## src/rtl/branch_resolve_queue.sv

```systemverilog
// branch_resolve_queue
//
// In-order queue of in-flight conditional branches sitting between decode and
// the tournament predictor. Decode pushes {pc, predicted direction, predicted
// target}; the memory stage resolves the oldest entry, which is popped, checked
// against the prediction and turned into a registered predictor update strobe
// plus an optional mispredict redirect. Saturating statistics are kept.
//
// Ports:
//   clk, reset               core clock, synchronous active-high reset
//   dec_valid/pc/prediction/target
//                            branch seen at decode (enqueue request)
//   res_valid/taken/target   resolution of the oldest in-flight branch
//   flush                    discard all in-flight entries
//   branch_mem_sig           one-cycle predictor update strobe
//   actual_branch_decision   resolved direction (held between strobes)
//   update_branch_addr       PC of the resolved branch (held between strobes)
//   mispredict               one-cycle redirect pulse
//   recovery_pc              redirect PC, 0 on a correct resolution (held)
//   full, inflight_count     occupancy status
//   overflow_err             sticky: enqueue attempted while full
//   underflow_err            sticky: resolve attempted while empty
//   stat_branches            resolved-branch counter, saturating
//   stat_mispredicts         mispredicted-branch counter, saturating

module branch_resolve_queue #(
  parameter int unsigned DEPTH = 4,
  parameter int unsigned PTR_W = 2,
  parameter int unsigned CNT_W = 32
) (
  input  logic              clk,
  input  logic              reset,
  input  logic              dec_valid,
  input  logic [31:0]       dec_pc,
  input  logic              dec_prediction,
  input  logic [31:0]       dec_target,
  input  logic              res_valid,
  input  logic              res_taken,
  input  logic [31:0]       res_target,
  input  logic              flush,
  output logic              branch_mem_sig,
  output logic              actual_branch_decision,
  output logic [31:0]       update_branch_addr,
  output logic              mispredict,
  output logic [31:0]       recovery_pc,
  output logic              full,
  output logic [PTR_W:0]    inflight_count,
  output logic              overflow_err,
  output logic              underflow_err,
  output logic [CNT_W-1:0]  stat_branches,
  output logic [CNT_W-1:0]  stat_mispredicts
);

  localparam logic [PTR_W:0]   FullCnt = (PTR_W + 1)'(DEPTH);
  localparam logic [PTR_W-1:0] PtrOne  = PTR_W'(1);
  localparam logic [PTR_W:0]   CntOne  = (PTR_W + 1)'(1);

  // Entry storage; never reset, only valid between head and tail.
  logic [31:0] pc_q   [DEPTH];
  logic        pred_q [DEPTH];
  logic [31:0] tgt_q  [DEPTH];

  logic [PTR_W-1:0] head_q, head_d;
  logic [PTR_W-1:0] tail_q, tail_d;
  logic [PTR_W:0]   count_q, count_d;

  logic             strobe_q, strobe_d;
  logic             taken_q, taken_d;
  logic [31:0]      upd_pc_q, upd_pc_d;
  logic             mis_q, mis_d;
  logic [31:0]      rec_pc_q, rec_pc_d;
  logic             over_q, over_d;
  logic             under_q, under_d;
  logic [CNT_W-1:0] stat_br_q, stat_br_d;
  logic [CNT_W-1:0] stat_mis_q, stat_mis_d;

  logic        full_w;
  logic        empty_w;
  logic        pop;
  logic        mis;
  logic        squash;
  logic        enq;
  logic [31:0] head_pc;
  logic        head_pred;
  logic [31:0] head_tgt;
  logic [31:0] redirect_pc;

  assign full_w    = (count_q == FullCnt);
  assign empty_w   = (count_q == '0);
  assign head_pc   = pc_q[head_q];
  assign head_pred = pred_q[head_q];
  assign head_tgt  = tgt_q[head_q];

  assign pop = res_valid & ~empty_w;

  // Wrong direction, or right "taken" direction to the wrong place.
  assign mis = (res_taken != head_pred) |
               (res_taken & head_pred & (res_target != head_tgt));

  assign redirect_pc = res_taken ? res_target : head_pc + 32'd4;

  // A mispredicting pop kills everything younger, including this cycle's decode.
  assign squash = pop & mis;

  // Full is judged before the same-cycle pop, so a full queue drops the push.
  assign enq = dec_valid & ~full_w & ~flush & ~squash;

  always_comb begin
    head_d  = head_q;
    tail_d  = tail_q;
    count_d = count_q;

    if (pop) begin
      head_d = head_q + PtrOne;
    end

    if (squash) begin
      tail_d  = head_q + PtrOne;
      count_d = '0;
    end else if (flush) begin
      // The pop (if any) has already been taken, so collapse onto the new head.
      tail_d  = head_d;
      count_d = '0;
    end else begin
      if (enq) begin
        tail_d = tail_q + PtrOne;
      end
      unique case ({enq, pop})
        2'b10:   count_d = count_q + CntOne;
        2'b01:   count_d = count_q - CntOne;
        default: count_d = count_q;
      endcase
    end
  end

  always_comb begin
    strobe_d   = pop;
    mis_d      = squash;
    taken_d    = taken_q;
    upd_pc_d   = upd_pc_q;
    rec_pc_d   = rec_pc_q;
    over_d     = over_q;
    under_d    = under_q;
    stat_br_d  = stat_br_q;
    stat_mis_d = stat_mis_q;

    if (pop) begin
      taken_d  = res_taken;
      upd_pc_d = head_pc;
      rec_pc_d = mis ? redirect_pc : 32'd0;
      if (stat_br_q != '1) begin
        stat_br_d = stat_br_q + CNT_W'(1);
      end
      if (mis && (stat_mis_q != '1)) begin
        stat_mis_d = stat_mis_q + CNT_W'(1);
      end
    end

    // Wrong-path and flushed decodes are discarded silently, not overflows.
    if (dec_valid && full_w && !flush && !squash) begin
      over_d = 1'b1;
    end

    if (res_valid && empty_w) begin
      under_d = 1'b1;
    end
  end

  always_ff @(posedge clk) begin
    if (reset) begin
      head_q     <= '0;
      tail_q     <= '0;
      count_q    <= '0;
      strobe_q   <= 1'b0;
      taken_q    <= 1'b0;
      upd_pc_q   <= '0;
      mis_q      <= 1'b0;
      rec_pc_q   <= '0;
      over_q     <= 1'b0;
      under_q    <= 1'b0;
      stat_br_q  <= '0;
      stat_mis_q <= '0;
    end else begin
      head_q     <= head_d;
      tail_q     <= tail_d;
      count_q    <= count_d;
      strobe_q   <= strobe_d;
      taken_q    <= taken_d;
      upd_pc_q   <= upd_pc_d;
      mis_q      <= mis_d;
      rec_pc_q   <= rec_pc_d;
      over_q     <= over_d;
      under_q    <= under_d;
      stat_br_q  <= stat_br_d;
      stat_mis_q <= stat_mis_d;
    end
  end

  always_ff @(posedge clk) begin
    if (!reset && enq) begin
      pc_q[tail_q]   <= dec_pc;
      pred_q[tail_q] <= dec_prediction;
      tgt_q[tail_q]  <= dec_target;
    end
  end

  assign branch_mem_sig         = strobe_q;
  assign actual_branch_decision = taken_q;
  assign update_branch_addr     = upd_pc_q;
  assign mispredict             = mis_q;
  assign recovery_pc            = rec_pc_q;
  assign full                   = full_w;
  assign inflight_count         = count_q;
  assign overflow_err           = over_q;
  assign underflow_err          = under_q;
  assign stat_branches          = stat_br_q;
  assign stat_mispredicts       = stat_mis_q;

endmodule

```

## config.mk

```make
export PLATFORM = sky130hd
export DESIGN_NAME = branch_resolve_queue
export DESIGN_NICKNAME = d
export VERILOG_FILES = /design/src/rtl/branch_resolve_queue.sv
export SDC_FILE = /design/constraint.sdc
export NUM_CORES = 1
export LEC_CHECK = 0
export BUFFER_PORTS_ARGS = -buffer_cell sky130_fd_sc_hd__clkbuf_2
export CORE_ASPECT_RATIO = 0.8
export CORE_MARGIN = 4
export CORE_UTILIZATION = 50
export CTS_BUF_LIST = sky130_fd_sc_hd__clkbuf_4 sky130_fd_sc_hd__clkbuf_8
export CTS_CLUSTER_DIAMETER = 40
export CTS_CLUSTER_SIZE = 25
export DETAILED_ROUTE_END_ITERATION = 8
export PLACE_DENSITY_LB_ADDON = 0.3
export SLEW_MARGIN = 30
export SYNTH_ARGS = -nofsm -noshare
export SYNTH_HDL_FRONTEND = slang
export SYNTH_SLANG_ARGS = --single-unit
```

## constraint.sdc

```tcl
create_clock -name clk -period 4.8 [get_ports clk]
set_input_delay 0.72 -clock clk [delete_from_list [all_inputs] [get_ports clk]]
set_output_delay 0.72 -clock clk [all_outputs]
set_load 0.05 [all_outputs]
```

==> out/metrics.csv <==
stage;metric;value;unit
worst_setup_path;critPathCaptureType;register;
synth;synth_commonest_cells;edfxtp_1 (260), dfxtp_1 (140), nand2_1 (133);
synth;synth_nets;1312;
global_routing;overflow;0;
synth;muxShareOfSynthArea;0.0967;
finish;drive_above_1_share;0.290;
routing;drc;0;
die;core;32400;µm²
worst_setup_path;cp.required;5.09;ns
die;fp.dieArea;35800;µm²
timing;fin_skew;0.0351;ns
power;switchingPower;1670;µW
synth;ys_top_cells_by_area;edfxtp_1 (48%), dfxtp_1 (17%), mux4_2 (8.9%);
timing;finalHoldViolations;0;
worst_setup_path;critPathMostFrequentCell;buf_12;
hold_path;holdPathEnd;pc_q[3][18]$_DFFE_PP_;
power;seq_power_share;0.542;
placement;io_buffer_count;239;
clocking;htreeDepth;2;
power;pwr-share-clk;0.392;
clocking;cts_max_path_buffers;3;
synth;synth_edf_count;260;
worst_setup_path;path_cells;buf_12 > mux4_2 > xnor2_1 > nand4_1 > nor4_2 > a31oi_4 > nor3_2 > and3_2 > buf_12;
timing;rsz0062_at_grt;false;
worst_setup_path;worstRegToRegCells;9;
placement;gp_congestion;0.851;
global_routing;grt_max_degree;93;
synth;ys_types;55;
worst_setup_path;r2r_start;head_q[0]$_SDFF_PP0_;
routing;drtIter0Drc;1002;
timing;tns;0;ns
finish;finalNetCount;1553;
clocking;cts-root-buf;clkbuf_8;
worst_setup_path;cp-start-kind;register;
synth;syn_area;16400;µm²
power;powerDensity;360;nW/µm²
clocking;cts_resized;0;
power;combPwrFrac;0.066;
die;fp.dieW;210;µm
hold_path;hold_start;dec_pc[18];
timing;fin_crit_sh;0.817;
synth;synth_area_per_cell;13.7;µm²
routing;vias;10900;
clocking;postCtsHoldBufs;0;
routing;ant_nets;0;
worst_setup_path;cpMaxStageDelayCell;dfxtp_4;
synth;synth_fa_ha_area_frac;0.00809;
die;rows;59;
timing;drv_slew;0;
synth;yosysWarnings;0;
clocking;cts_tree;yes;
clocking;cts.clk_slew.worst_paths;0.11;ns
worst_setup_path;crit_fanout;29;
placement;place_hpwl;29000;µm
worst_setup_path;reg2reg_to;tgt_q[1][1]$_DFFE_PP_;
synth;yosysSeqAreaShare;0.647;
die;ioPinCount;240;
worst_setup_path;worstPathArrival;4.22;ns
clocking;clock_latency;0.61;ns
flow_run;maxCapViolCount;0;
clocking;post_cts_buffers;0;
synth;synthSimpleGateAreaFrac;0.113;
placement;post-place-ws;0.852;ns
routing;avgViaCountPerCell;5.74;
synth;synthFlopType;edfxtp_1;
timing;relSlewSlack;0.511;
worst_setup_path;criticalPathCategory;register to register;
timing;max_freq;255;MHz
global_routing;grt_pass1_wl;62900;µm
die;initial_core_util;0.506;
power;switching_share;0.242;
finish;syn_to_final_growth;16.8;%
clocking;clock-sinks;400;
timing;setup_violations;0;
routing;routedWlPerCell;22.0;µm
global_routing;antenna_found_initial;2;
status;status;complete, no violations;
timing;min_period;3.92;ns
worst_setup_path;max_stage_delay;0.74;ns
global_routing;grt_pass1_vias;10600;
power;total_power;6890;µW
timing;fin_ws;0.876;ns
synth;yosysMostFrequentCell;edfxtp_1;
synth;synth_compound_area_frac;0.0606;
worst_setup_path;rrSetupSlack;0.88;ns
routing;routed_wirelength;41800;µm
power;ir_drop;0.000207;V
hold_path;hold_path_depth;1;
synth;synth_xor_area_frac;0.0518;
synth;synth_largest_area_cell;edfxtp_1;
die;die-height;170;µm
routing;firstDrtPassIters;5;
global_routing;grt_usage;0.229;
synth;synth_top_family_by_area;simple AND/OR/NAND/NOR gates;
synth;netlist.area_leader.share;0.476;
synth;ys_ff_latch;400;
synth;synthArstFlopShare;0;
power;p_int;5220;µW
timing;tightest_slew;0.734;ns
hold_path;hold_class;primary input to register;
clocking;cts-buffers-inserted;43;
synth;netlist_instances;1199;
power;leakage;0.00665;µW
## cells in the final DEF, fill, tap and decap left out, types with 3 or more instances in the layout
cell and count:
nor3_1 11, a22o_1 20, mux4_2 65, and3_1 12, dfxtp_1 138, mux2_2 7, or3_1 23, nand3_1 34
inv_1 17, ha_1 9, xnor2_1 56, buf_12 7, a22oi_1 9, and2_1 10, nor2_1 77, inv_6 8
a21oi_1 61, clkbuf_8 45, nand4_1 29, bufinv_16 7, inv_8 5, and3_2 4, nor2b_1 6, buf_4 10
or4_1 4, nand2_1 133, a31oi_1 4, nand2b_1 6, clkbuf_2 238, edfxtp_1 260, nor3_2 3, o31ai_1 3
clkinvlp_4 6, o21ai_0 48, and4_1 14, xor2_1 41
## through the flow
stage / cell area [µm²] / util / instances / hold WS, ns
after floorplan: 16400 / - / 1199 / 0.652
after global placement: 18100 / 0.557 / 1822 / 0.444
after detailed placement: 18100 / 0.557 / 1822 / 0.447
after CTS: 19100 / 0.591 / 1902 / 0.291
after global routing: 19200 / 0.591 / 1903 / 0.298
final: 19200 / 0.591 / 1903 / 0.330
## power by group through the flow
stage	clock network, µW	registers, µW	logic [µW]
detailed placement	0	3810	455
floorplan	0	3860	231
finish	2700	3730	458
CTS	2760	3740	457
global placement	0	3810	448
global route	2910	3740	491
## critical path, delay by kind of cell, from the launching register on
kind                      cells  cell delay [ns]
AOI/OAI and AO/OA             1             0.22
xor gates and xnor gates      1             0.16
DFF                           1             0.74
muxes                         1             0.55
and+or+nand+nor               4             1.30
buffers and inverters         2             0.58
## layout make-up
cell class                      instances  area [µm²]
Fill cell                            2570       13300
Clock buffer                           47         634
Clock inverter                         33         447
Antenna cell                            1        2.50
Multi-Input combinational cell        722        5440
Inverter                               17        63.8
Sequential cell                       400       10600
Timing Repair Buffer                  256        1420
Tap cell                              427         534
## sequential cells by signal (all words and copies together), names as in the netlist
signal                  count
tail_q                      2
branch_mem_sig              1
mispredict                  1
overflow_err                1
head_q                      2
recovery_pc                32
stat_mispredicts           32
tgt_q                     128
pc_q                      128
stat_branches              32
update_branch_addr         32
underflow_err               1
inflight_count              3
pred_q                      4
actual_branch_decision      1
## worst max path at each step
stage	slack [ns]	endpoint	start	cells after the start
finish	0.88	tgt_q[1][1]$_DFFE_PP_	head_q[0]$_SDFF_PP0_	9
global route	0.55	tgt_q[1][1]$_DFFE_PP_	head_q[0]$_SDFF_PP0_	9
CTS	0.83	tgt_q[1][1]$_DFFE_PP_	head_q[0]$_SDFF_PP0_	9
detailed placement	0.85	pc_q[1][14]$_DFFE_PP_	head_q[0]$_SDFF_PP0_	9
global placement	0.90	pc_q[1][14]$_DFFE_PP_	head_q[0]$_SDFF_PP0_	9
floorplan	0.59	pc_q[0][0]$_DFFE_PP_	head_q[0]$_SDFF_PP0_	11
## cells by family after synthesis
| group | Yosys count |
|---|---|
| buf+inv | 77 |
| xor+xnor | 97 |
| mux | 76 |
| simple gates | 378 |
| fa+ha+maj | 10 |
| flops | 400 |
| compound gates | 161 |
## metal layers
layer	vias to the layer above	GRT usage	part of all wire
met5	-	0	0.00026
li1	4973	-	-
met4	2	0.0786	0.034
met3	91	0.0558	0.096
met1	5363	0.332	0.42
met2	494	0.343	0.45
(Power assumes the default switching activity.)
